[config.mk]
export PLATFORM = sky130hd
export DESIGN_NAME = ethernet_tx_scheduler_flat
export DESIGN_NICKNAME = d
export VERILOG_FILES = /design/src/rtl/ethernet_tx_scheduler_if.sv /design/src/rtl/ethernet_tx_scheduler.sv /design/src/flat_wrapper.sv
export SDC_FILE = /design/constraint.sdc
export NUM_CORES = 1
export LEC_CHECK = 0
export CORE_ASPECT_RATIO = 0.9
export CORE_MARGIN = 4
export CORE_UTILIZATION = 35
export DETAILED_ROUTE_END_ITERATION = 6
export GPL_ROUTABILITY_DRIVEN = 0
export PLACE_DENSITY_LB_ADDON = 0.12
export SYNTH_ARGS = -nofsm -noshare
export SYNTH_HDL_FRONTEND = slang
export SYNTH_SLANG_ARGS = --single-unit
[constraint.sdc]
create_clock -name clk_i -period 3.9 [get_ports clk_i]
set_clock_uncertainty 0.2 [all_clocks]
set_input_delay 0.78 -clock clk_i [delete_from_list [all_inputs] [get_ports clk_i]]
set_output_delay 0.78 -clock clk_i [all_outputs]
set_load 0.02 [all_outputs]
[src/rtl/ethernet_tx_scheduler_if.sv]
// Transmit-path bundle between the frame requesters and the MAC TX FIFO input.
// master: the scheduler side; slave: the requesters plus MAC FIFO side.
interface ethernet_tx_scheduler_if #(
    parameter int num_req_p         = 2,
    parameter int axis_data_width_p = 64
);
    logic [num_req_p*axis_data_width_p-1:0]     req_tdata_i;
    logic [num_req_p*axis_data_width_p/8-1:0]   req_tkeep_i;
    logic [num_req_p-1:0]                       req_tvalid_i;
    logic [num_req_p-1:0]                       req_tlast_i;
    logic [num_req_p-1:0]                       req_tready_o;
    logic [axis_data_width_p-1:0]               m_axis_tdata_o;
    logic [axis_data_width_p/8-1:0]             m_axis_tkeep_o;
    logic                                       m_axis_tvalid_o;
    logic                                       m_axis_tready_i;
    logic                                       m_axis_tlast_o;
    logic                                       m_axis_tuser_o;

    modport master (
        input  req_tdata_i, req_tkeep_i, req_tvalid_i, req_tlast_i, m_axis_tready_i,
        output req_tready_o, m_axis_tdata_o, m_axis_tkeep_o, m_axis_tvalid_o,
               m_axis_tlast_o, m_axis_tuser_o
    );

    modport slave (
        output req_tdata_i, req_tkeep_i, req_tvalid_i, req_tlast_i, m_axis_tready_i,
        input  req_tready_o, m_axis_tdata_o, m_axis_tkeep_o, m_axis_tvalid_o,
               m_axis_tlast_o, m_axis_tuser_o
    );
endinterface

[src/rtl/ethernet_tx_scheduler.sv]
// Whole-frame round-robin arbiter into the MAC TX FIFO; one arbitration cycle, then zero-latency pass-through.
// Owner's ready mirrors MAC ready; runaway frames are cut at max_beats_p and drained; gap_cycles_p idle after each frame.
module ethernet_tx_scheduler #(
    parameter int num_req_p         = 2,
    parameter int axis_data_width_p = 64,
    parameter int max_beats_p       = 190,
    parameter int gap_cycles_p      = 2
) (
    input  logic                    clk_i,
    input  logic                    reset_i,
    ethernet_tx_scheduler_if.master bus,
    output logic [num_req_p-1:0]    grant_o,
    output logic                    busy_o,
    output logic [15:0]             frames_sent_o,
    output logic [15:0]             frames_trunc_o
);
    localparam int dw_lp       = axis_data_width_p;
    localparam int kw_lp       = axis_data_width_p / 8;
    localparam int pw_lp       = $clog2(num_req_p);
    localparam int bw_lp       = $clog2(max_beats_p);
    localparam int gw_lp       = (gap_cycles_p > 1) ? $clog2(gap_cycles_p) : 1;
    localparam int gap_load_lp = (gap_cycles_p > 0) ? gap_cycles_p - 1 : 0;

    typedef enum logic [1:0] {IDLE, XFER, DRAIN, GAP} state_e;

    localparam state_e end_state_lp = (gap_cycles_p > 0) ? GAP : IDLE;

    state_e             state_q, state_d;
    logic [pw_lp-1:0]   ptr_q, ptr_d;
    logic [pw_lp-1:0]   grant_q, grant_d;
    logic [bw_lp-1:0]   beat_q, beat_d;
    logic [gw_lp-1:0]   gap_q, gap_d;
    logic [15:0]        sent_q, sent_d;
    logic [15:0]        trunc_q, trunc_d;

    logic [pw_lp-1:0]   sel;
    logic [pw_lp:0]     cand;
    logic               any_vld;
    logic [num_req_p-1:0] own_oh;
    logic               own_vld, own_last;
    logic [dw_lp-1:0]   own_dat;
    logic [kw_lp-1:0]   own_keep;
    logic [pw_lp-1:0]   ptr_next;
    logic               hs, trunc_beat;

    // Round-robin search: walk offsets from lowest priority to highest so the last hit wins.
    always_comb begin
        sel     = ptr_q;
        any_vld = 1'b0;
        cand    = '0;
        for (int i = num_req_p - 1; i >= 0; i--) begin
            cand = {1'b0, ptr_q} + (pw_lp+1)'(i);
            if (cand >= (pw_lp+1)'(num_req_p)) begin
                cand = cand - (pw_lp+1)'(num_req_p);
            end
            for (int j = 0; j < num_req_p; j++) begin
                if (cand == (pw_lp+1)'(j) && bus.req_tvalid_i[j]) begin
                    sel     = pw_lp'(j);
                    any_vld = 1'b1;
                end
            end
        end
    end

    always_comb begin
        own_oh   = '0;
        own_vld  = 1'b0;
        own_last = 1'b0;
        own_dat  = '0;
        own_keep = '0;
        for (int j = 0; j < num_req_p; j++) begin
            if (grant_q == pw_lp'(j)) begin
                own_oh[j] = 1'b1;
                own_vld   = bus.req_tvalid_i[j];
                own_last  = bus.req_tlast_i[j];
                own_dat   = bus.req_tdata_i[j*dw_lp +: dw_lp];
                own_keep  = bus.req_tkeep_i[j*kw_lp +: kw_lp];
            end
        end
    end

    assign hs         = (state_q == XFER) & own_vld & bus.m_axis_tready_i;
    assign trunc_beat = (beat_q == bw_lp'(max_beats_p - 1)) & ~own_last;
    assign ptr_next   = (grant_q == pw_lp'(num_req_p - 1)) ? '0 : grant_q + 1'b1;

    always_ff @(posedge clk_i) begin
        if (reset_i) begin
            state_q <= IDLE;
            ptr_q   <= '0;
            grant_q <= '0;
            beat_q  <= '0;
            gap_q   <= '0;
            sent_q  <= '0;
            trunc_q <= '0;
        end else begin
            state_q <= state_d;
            ptr_q   <= ptr_d;
            grant_q <= grant_d;
            beat_q  <= beat_d;
            gap_q   <= gap_d;
            sent_q  <= sent_d;
            trunc_q <= trunc_d;
        end
    end

    always_comb begin
        state_d = state_q;
        ptr_d   = ptr_q;
        grant_d = grant_q;
        beat_d  = beat_q;
        gap_d   = gap_q;
        sent_d  = sent_q;
        trunc_d = trunc_q;
        case (state_q)
            IDLE: begin
                if (any_vld) begin
                    grant_d = sel;
                    beat_d  = '0;
                    state_d = XFER;
                end
            end
            XFER: begin
                if (hs) begin
                    beat_d = beat_q + 1'b1;
                    if (own_last) begin
                        sent_d  = sent_q + 16'd1;
                        ptr_d   = ptr_next;
                        gap_d   = gw_lp'(gap_load_lp);
                        state_d = end_state_lp;
                    end else if (trunc_beat) begin
                        trunc_d = trunc_q + 16'd1;
                        ptr_d   = ptr_next;
                        state_d = DRAIN;
                    end
                end
            end
            DRAIN: begin
                if (own_vld && own_last) begin
                    gap_d   = gw_lp'(gap_load_lp);
                    state_d = end_state_lp;
                end
            end
            GAP: begin
                if (gap_q == '0) begin
                    state_d = IDLE;
                end else begin
                    gap_d = gap_q - 1'b1;
                end
            end
            default: state_d = IDLE;
        endcase
    end

    // Outputs are forced low while reset is held so the MAC never sees a stale beat.
    always_comb begin
        bus.m_axis_tdata_o  = own_dat;
        bus.m_axis_tkeep_o  = own_keep;
        bus.m_axis_tvalid_o = 1'b0;
        bus.m_axis_tlast_o  = 1'b0;
        bus.m_axis_tuser_o  = 1'b0;
        bus.req_tready_o    = '0;
        grant_o             = '0;
        busy_o              = (state_q != IDLE);
        frames_sent_o       = sent_q;
        frames_trunc_o      = trunc_q;
        case (state_q)
            XFER: begin
                bus.m_axis_tvalid_o = own_vld;
                bus.m_axis_tlast_o  = own_vld & (own_last | trunc_beat);
                bus.m_axis_tuser_o  = own_vld & trunc_beat;
                bus.req_tready_o    = own_oh & {num_req_p{bus.m_axis_tready_i}};
                grant_o             = own_oh;
            end
            DRAIN: begin
                bus.req_tready_o = own_oh;
                grant_o          = own_oh;
            end
            default: ;
        endcase
        if (reset_i) begin
            bus.m_axis_tvalid_o = 1'b0;
            bus.m_axis_tlast_o  = 1'b0;
            bus.m_axis_tuser_o  = 1'b0;
            bus.req_tready_o    = '0;
            grant_o             = '0;
            busy_o              = 1'b0;
            frames_sent_o       = '0;
            frames_trunc_o      = '0;
        end
    end
endmodule

[src/flat_wrapper.sv]
// flat-port wrapper written by rule: the top's interface ports become plain ports
module ethernet_tx_scheduler_flat 
#(
    parameter int num_req_p         = 2,
    parameter int axis_data_width_p = 64,
    parameter int max_beats_p       = 190,
    parameter int gap_cycles_p      = 2
)
  (clk_i, reset_i, grant_o, busy_o, frames_sent_o, frames_trunc_o, bus_req_tdata_i, bus_req_tkeep_i, bus_req_tvalid_i, bus_req_tlast_i, bus_m_axis_tready_i, bus_req_tready_o, bus_m_axis_tdata_o, bus_m_axis_tkeep_o, bus_m_axis_tvalid_o, bus_m_axis_tlast_o, bus_m_axis_tuser_o);
  ethernet_tx_scheduler_if #(.num_req_p(num_req_p), .axis_data_width_p(axis_data_width_p)) bus_i ();
  input  logic clk_i;
  input  logic reset_i;
  output logic [num_req_p-1:0] grant_o;
  output logic busy_o;
  output logic [15:0] frames_sent_o;
  output logic [15:0] frames_trunc_o;
  input wire logic [$bits(bus_i.req_tdata_i)-1:0] bus_req_tdata_i;
  input wire logic [$bits(bus_i.req_tkeep_i)-1:0] bus_req_tkeep_i;
  input wire logic [$bits(bus_i.req_tvalid_i)-1:0] bus_req_tvalid_i;
  input wire logic [$bits(bus_i.req_tlast_i)-1:0] bus_req_tlast_i;
  input wire logic [$bits(bus_i.m_axis_tready_i)-1:0] bus_m_axis_tready_i;
  output wire logic [$bits(bus_i.req_tready_o)-1:0] bus_req_tready_o;
  output wire logic [$bits(bus_i.m_axis_tdata_o)-1:0] bus_m_axis_tdata_o;
  output wire logic [$bits(bus_i.m_axis_tkeep_o)-1:0] bus_m_axis_tkeep_o;
  output wire logic [$bits(bus_i.m_axis_tvalid_o)-1:0] bus_m_axis_tvalid_o;
  output wire logic [$bits(bus_i.m_axis_tlast_o)-1:0] bus_m_axis_tlast_o;
  output wire logic [$bits(bus_i.m_axis_tuser_o)-1:0] bus_m_axis_tuser_o;
  assign bus_i.req_tdata_i = bus_req_tdata_i;
  assign bus_i.req_tkeep_i = bus_req_tkeep_i;
  assign bus_i.req_tvalid_i = bus_req_tvalid_i;
  assign bus_i.req_tlast_i = bus_req_tlast_i;
  assign bus_i.m_axis_tready_i = bus_m_axis_tready_i;
  assign bus_req_tready_o = bus_i.req_tready_o;
  assign bus_m_axis_tdata_o = bus_i.m_axis_tdata_o;
  assign bus_m_axis_tkeep_o = bus_i.m_axis_tkeep_o;
  assign bus_m_axis_tvalid_o = bus_i.m_axis_tvalid_o;
  assign bus_m_axis_tlast_o = bus_i.m_axis_tlast_o;
  assign bus_m_axis_tuser_o = bus_i.m_axis_tuser_o;
  ethernet_tx_scheduler #(.num_req_p(num_req_p), .axis_data_width_p(axis_data_width_p), .max_beats_p(max_beats_p), .gap_cycles_p(gap_cycles_p)) u_core (.clk_i(clk_i), .reset_i(reset_i), .bus(bus_i), .grant_o(grant_o), .busy_o(busy_o), .frames_sent_o(frames_sent_o), .frames_trunc_o(frames_trunc_o));
endmodule
======== Word-level counts from Yosys, hierarchy flattened ========
Cells that the tools add are included.
storage, ports and cells
  flip-flop bits (word level) ............. 45
  logic and storage cells ................. 104
cells by class
  add/subtract/negate cells ............... 8
  order comparisons ....................... 2
  equality and inequality tests ........... 12
  multiplexer cells ....................... 47
  bitwise gates (word level) .............. 8
  reductions and logical operators ........ 20
operators by type and width
  operator                                               count
  2-to-1 mux 64 bit                                      1
  adder 16 x 1 -> 16 bit, second input constant          2
  2-to-1 mux 16 bit                                      2
  2-to-1 mux 1 bit                                       26
  2-to-1 mux 8 bit                                       3
  2-to-1 mux 2 bit                                       11
  case mux 8 bit (2 select lines)                        1
  AND reduction 3 bit                                    3
  adder 8 x 1 -> 8 bit, second input constant            1
  equality test 8 bit, second input constant             1
  inequality test 2 x 1 -> 1 bit, second input constant  4
  case mux 2 bit (4 select lines)                        1
  AND reduction 4 bit                                    2
  equality test 2 x 1 -> 1 bit, second input constant    3
  logical NOT 2 bit                                      3
  nonzero test 2 bit                                     3
  bitwise AND 1 bit                                      5
  logical AND 1 bit                                      5
  AND reduction 5 bit                                    1
  equality test 2 bit, second input constant             2
  case mux 2 bit (2 select lines)                        1
  inequality test 3 x 1 -> 1 bit, second input constant  1
  case mux 1 bit (3 select lines)                        1
  nonzero test 3 bit                                     1
  other kinds (13)                                       13

======== Logic depth before layout (Yosys ltp) ========
  depth in word-level cells ............... 11
  mapped depth ............................ 8

======== Worst setup path before layout ========
No wires, ideal clock.
  path type ............................... in2out
  start point ............................. input port bus_req_tlast_i[1]
  end point ............................... output port bus_m_axis_tuser_o
  arrival time ............................ 1933 ps
  data required time ...................... 2920 ps
  path slack .............................. 987 ps
  stages .................................. 4
  path through ............................ mux2_2 or3_1 clkbuf_1 nor2_1
on the way
  longest elaborated chain between the ends .. 6
RTL lines
  what                 line                          source
  start, declared      flat_wrapper.sv:20            input wire logic [$bits(bus_i.req_tlast_i)-1:0] bus_req_tlast_i;
  2-to-1 mux 1 bit     ethernet_tx_scheduler.sv:72   if (grant_q == pw_lp'(j)) begin
  NOT 1 bit (no line)  --
  bitwise AND 1 bit    ethernet_tx_scheduler.sv:83   assign trunc_beat = (beat_q == bw_lp'(max_beats_p - 1)) & ~own_last;
  bitwise AND 1 bit    ethernet_tx_scheduler.sv:170  bus.m_axis_tuser_o = own_vld & trunc_beat;
  2-to-1 mux 1 bit     ethernet_tx_scheduler.sv:166  case (state_q)
  2-to-1 mux 1 bit     ethernet_tx_scheduler.sv:180  if (reset_i) begin
  end, declared        flat_wrapper.sv:27            output wire logic [$bits(bus_i.m_axis_tuser_o)-1:0] bus_m_axis_tuser_o;
No other way between the ends.

======== Final worst setup path ========
  start point ............................. input port bus_req_tlast_i[0]
  end point ............................... output port bus_m_axis_tuser_o
The elaborated chain is that of the path after synthesis.

==> results.md <==
Floorplanning:
- The core footprint is 9660 um2.
- The floorplan has 34 rows.
- The initial utilization of the core area, before any placement, comes to 35.7%.
- The total die area is 11500 um2.
- The floorplan step set the die width to 113 um.
- The die boundary height is 102 um.
- The I/O pin count is 263.

Synthesis:
- In this run the cell area of the synthesized design comes to 3450 um2.
- The post-synthesis register bit count is 45.
- The number of instances in the synthesized netlist is 405.
- For this run, the leading register cell type out of synthesis is dfxtp_1.
- The count of different cell masters after synthesis is 38.
- The number of nets in the synthesized netlist is 564.
- The largest area contributor in the netlist is mux2_2.
- The most common cell in the netlist is mux2_2.
- The top-area cell type share of the netlist area is 29.7%.
- The sequential element share of the synthesized area is 26.1%.
- The async set-reset flop share out of synthesis is 0%.
- Ranked by total cell area, the synthesized netlist is headed by mux2_2, dfxtp_1, nor2_1, nor2b_1, nor3_1.
- The number of warnings issued by yosys is 0.
- Ranked by instance count, the synthesized netlist is headed by mux2_2, nor2_1, dfxtp_1, nor2b_1, nor3_1.
- In this run, synthesis inferred 0 flip-flops with an integrated enable.
- The post-synthesis average cell area is 8.52 um2.

Power and ir drop:
- Total power for the finished layout comes to 1.76 mW.
- The leakage power is 2.23 nW.
- VDD sags by at most 0.172 mV.
- The power per cell area is 279 nW/um2.

Route:
- The number of detailed-route iterations in the first pass is 4.
- After the first detailed-routing iteration, the DRC count stood at 171.
- Dividing the detail-routed wire length by the instance count gives 18.6 um.
- The routed design uses 8.09 mm of met2 wire.
- The met3 wirelength from detailed routing is 1.01 mm.
- In the routed layout, each cell is associated on average with a via count of 5.09.
- In this run the remaining antenna-violating nets after routing total 0.
- After detailed routing, the total wire length is 14.7 mm.
- The wire length on met1 is 5.21 mm.
- The number of remaining DRC errors is 0.
- The top layer reached by signal wires is met4.
- The via count is 4004.

Timing:
- Static timing analysis puts the maximum clock frequency at 274 MHz.
- Setup repair after global routing left no endpoint under its margin.
- Setup violations remaining at the end of the flow were counted as 0.
- The final number of max-transition violations is 0.
- The minimum clock period is 3.65 ns.
- The tightest hold path in the finished design has a slack of 0.301 ns.
- The actual transition at the worst max-transition pin is 0.666 ns.
- The worst setup slack after layout is 0.249 ns.
- The setup TNS after final layout is 0 ns.
- The worst max-slew margin expressed relative to the limit is 55.6%.
- The hold violation total from the final report is 0.
- The final clock period utilization by the worst path is 93.6%.

Setup path:
- STA classifies the critical path startpoint as an input pin.
- The register-to-register setup slack is 1.13 ns.
- The critical path endpoint category is an output port.
- STA puts the critical path data arrival time at 2.67 ns.
- In this run the critical register-to-register path is captured at u_core.sent_q[15].
- The largest fanout on the critical path is 3.
- The critical path in this run is classified as input pin to output port.
- Walking the worst path, the cells encountered are clkdlybuf4s50_1 > mux2_2 > or3_1 > nor2_1 > clkdlybuf4s50_1.
- The slowest stage of the critical path is the clkdlybuf4s50_1 cell.
- In this run the critical register-to-register path is launched from u_core.grant_q.
- The largest single stage delay on the critical path is 0.62 ns.
- The critical path data required time is 2.92 ns.
- Among the stages of the critical path, the cell type that occurs most often is clkdlybuf4s50_1.
- Counting cells, the worst reg-to-reg path comes to 5.

Run status:
- The run finished with clean final reports.

Placed design:
- The cell area after placement is 6210 um2.
- The placement-stage worst setup slack is 0.241 ns.
- The post-DP HPWL is 12.4 mm.
- The count of input and output buffers is 262.

Worst hold path:
- The type of the worst min-delay path is flip-flop to flip-flop.
- The worst hold path passes through 2 cells.
- The startpoint identified for the worst hold timing path is u_core.beat_q[7].
- The destination of the worst hold path is u_core.beat_q[7].

CTS:
- Buffers added to address setup during post-CTS repair amount to 0.
- The clock net in this run drives a total of 45 sinks.
- Clock latency on the worst-skew pair, taken at its later pin, is 0.30 ns.
- The post-cts resize count is 0.
- The CTS clock-pin slew for the worst setup and hold paths is 0.08 ns.
- TritonCTS built the clock tree.
- The cell sitting at the root of the clock tree is a clkbuf_8.
- No sink is reached through more buffers than the 2 on the longest clock path.
- The H-tree was split into 2 levels.
- The number of buffers added by the clock tree synthesis step is 5.
- The post-cts hold buffer count is 0.

Global routing:
- The initial antenna violation count was 2.
- The leftover overflow at the end of global routing is 0.
- The via count of the first global-routing pass is 3883.
- Entering global routing, the biggest net connects 55 pins.
- The global routing usage summed across all routing layers is 23.7%.
- The global-route wire length before repair is 21.4 mm.

Cells and area:
- The number of fillers in the final layout is 824.
- The post-route cell area is 6300 um2.
- At the end of the flow, the number of nets in the layout was 817.
- Of the cells placed in the final design, the portion with a size suffix greater than 1 is 17.0%.
- Relative to the synthesized area, the layout overhead comes to 82.6%.

Flow run:
- Max-cap violations in this run came to 0.
layer usage:
layer  track usage [%]  up-vias
met5                 0        -
met1              24.6     1883
met2              46.4      142
li1                  -     1957
met3              6.16       22
met4              7.86        0
stage by stage:
stage          utilization (%)  std cells
2_1_floorplan                -        405
3_3_place_gp              64.3        777
3_5_place_dp              64.3        777
4_1_cts                   65.2        785
5_1_grt                   65.2        787
6_report                  65.2        787
cell families after synthesis:
kind of cell | after synthesis | synth area share, %
simple gates | 170 | 25.8
buf+inv | 38 | 4.35
flops | 45 | 26.1
compound gates | 37 | 6.42
xor+xnor | 5 | 1.27
mux | 102 | 33.2
fa+ha+maj | 8 | 2.90
worst max-delay path: cells and delay by family:
family	cells	cell delay (ns)
buffers and inverters	2	1.07
and+or+nand+nor	2	0.51
muxes	1	0.30
layout make-up:
cell class | count | area, um2 | share of cell area [%]
Antenna cell | 2 | 5.00 | 0.0794
Clock buffer | 5 | 68.8 | 1.09
Clock inverter | 3 | 16.3 | 0.258
Inverter | 16 | 60.1 | 0.953
Multi-Input combinational cell | 322 | 2400 | 38.1
Sequential cell | 45 | 905 | 14.4
Tap cell | 126 | 158 | 2.50
Timing Repair Buffer | 268 | 2690 | 42.7
where the power goes:
part	internal [mW]	switching, mW
Clock	0.124	0.165
Sequential	0.475	0.0345
Combinational	0.525	0.435
Total	1.13	0.634
how the worst max path moves through the flow:
| stage | cells after the start | slack, ns | end | from |
|---|---|---|---|---|
| 3_5_place_dp | 5 | 0.24 | bus_m_axis_tuser_o | bus_req_tlast_i[0] |
| 4_1_cts | 5 | 0.23 | bus_m_axis_tuser_o | bus_req_tlast_i[0] |
| 3_3_place_gp | 5 | 0.23 | bus_m_axis_tuser_o | bus_req_tlast_i[1] |
| 5_1_grt | 5 | 0.15 | bus_m_axis_tuser_o | bus_req_tlast_i[0] |
| 2_1_floorplan | 4 | 0.99 | bus_m_axis_tuser_o | bus_req_tlast_i[1] |
| 6_report | 5 | 0.25 | bus_m_axis_tuser_o | bus_req_tlast_i[0] |
placed cells by master (no fill, tap or decap), drive strengths merged, types with 2 or more instances in the layout:
| cell | n |
|---|---|
| clkdlybuf4s50 | 261 |
| mux2 | 99 |
| nor2 | 48 |
| dfxtp | 45 |
| nor2b | 26 |
| nor3 | 22 |
| nand3 | 20 |
| inv | 17 |
| nand2 | 16 |
| o21ai | 13 |
| a21oi | 13 |
| nand4 | 9 |
| ha | 8 |
| or3 | 7 |
| buf | 7 |
| or4 | 5 |
| clkbuf | 5 |
| nand2b | 4 |
| xnor2 | 4 |
| and4 | 4 |
| nor4 | 4 |
| nand3b | 3 |
| mux2i | 3 |
| diode | 2 |
| o211ai | 2 |
| clkinv | 2 |
sequential cells by signal, summed over array words and instances (netlist names):
signal,cells
u_core.sent_q,16
u_core.trunc_q,16
u_core.beat_q,8
u_core.state_q,2
u_core.gap_q,1
u_core.grant_q,1
u_core.ptr_q,1
Note: power is estimated with default switching activity, not from simulation.
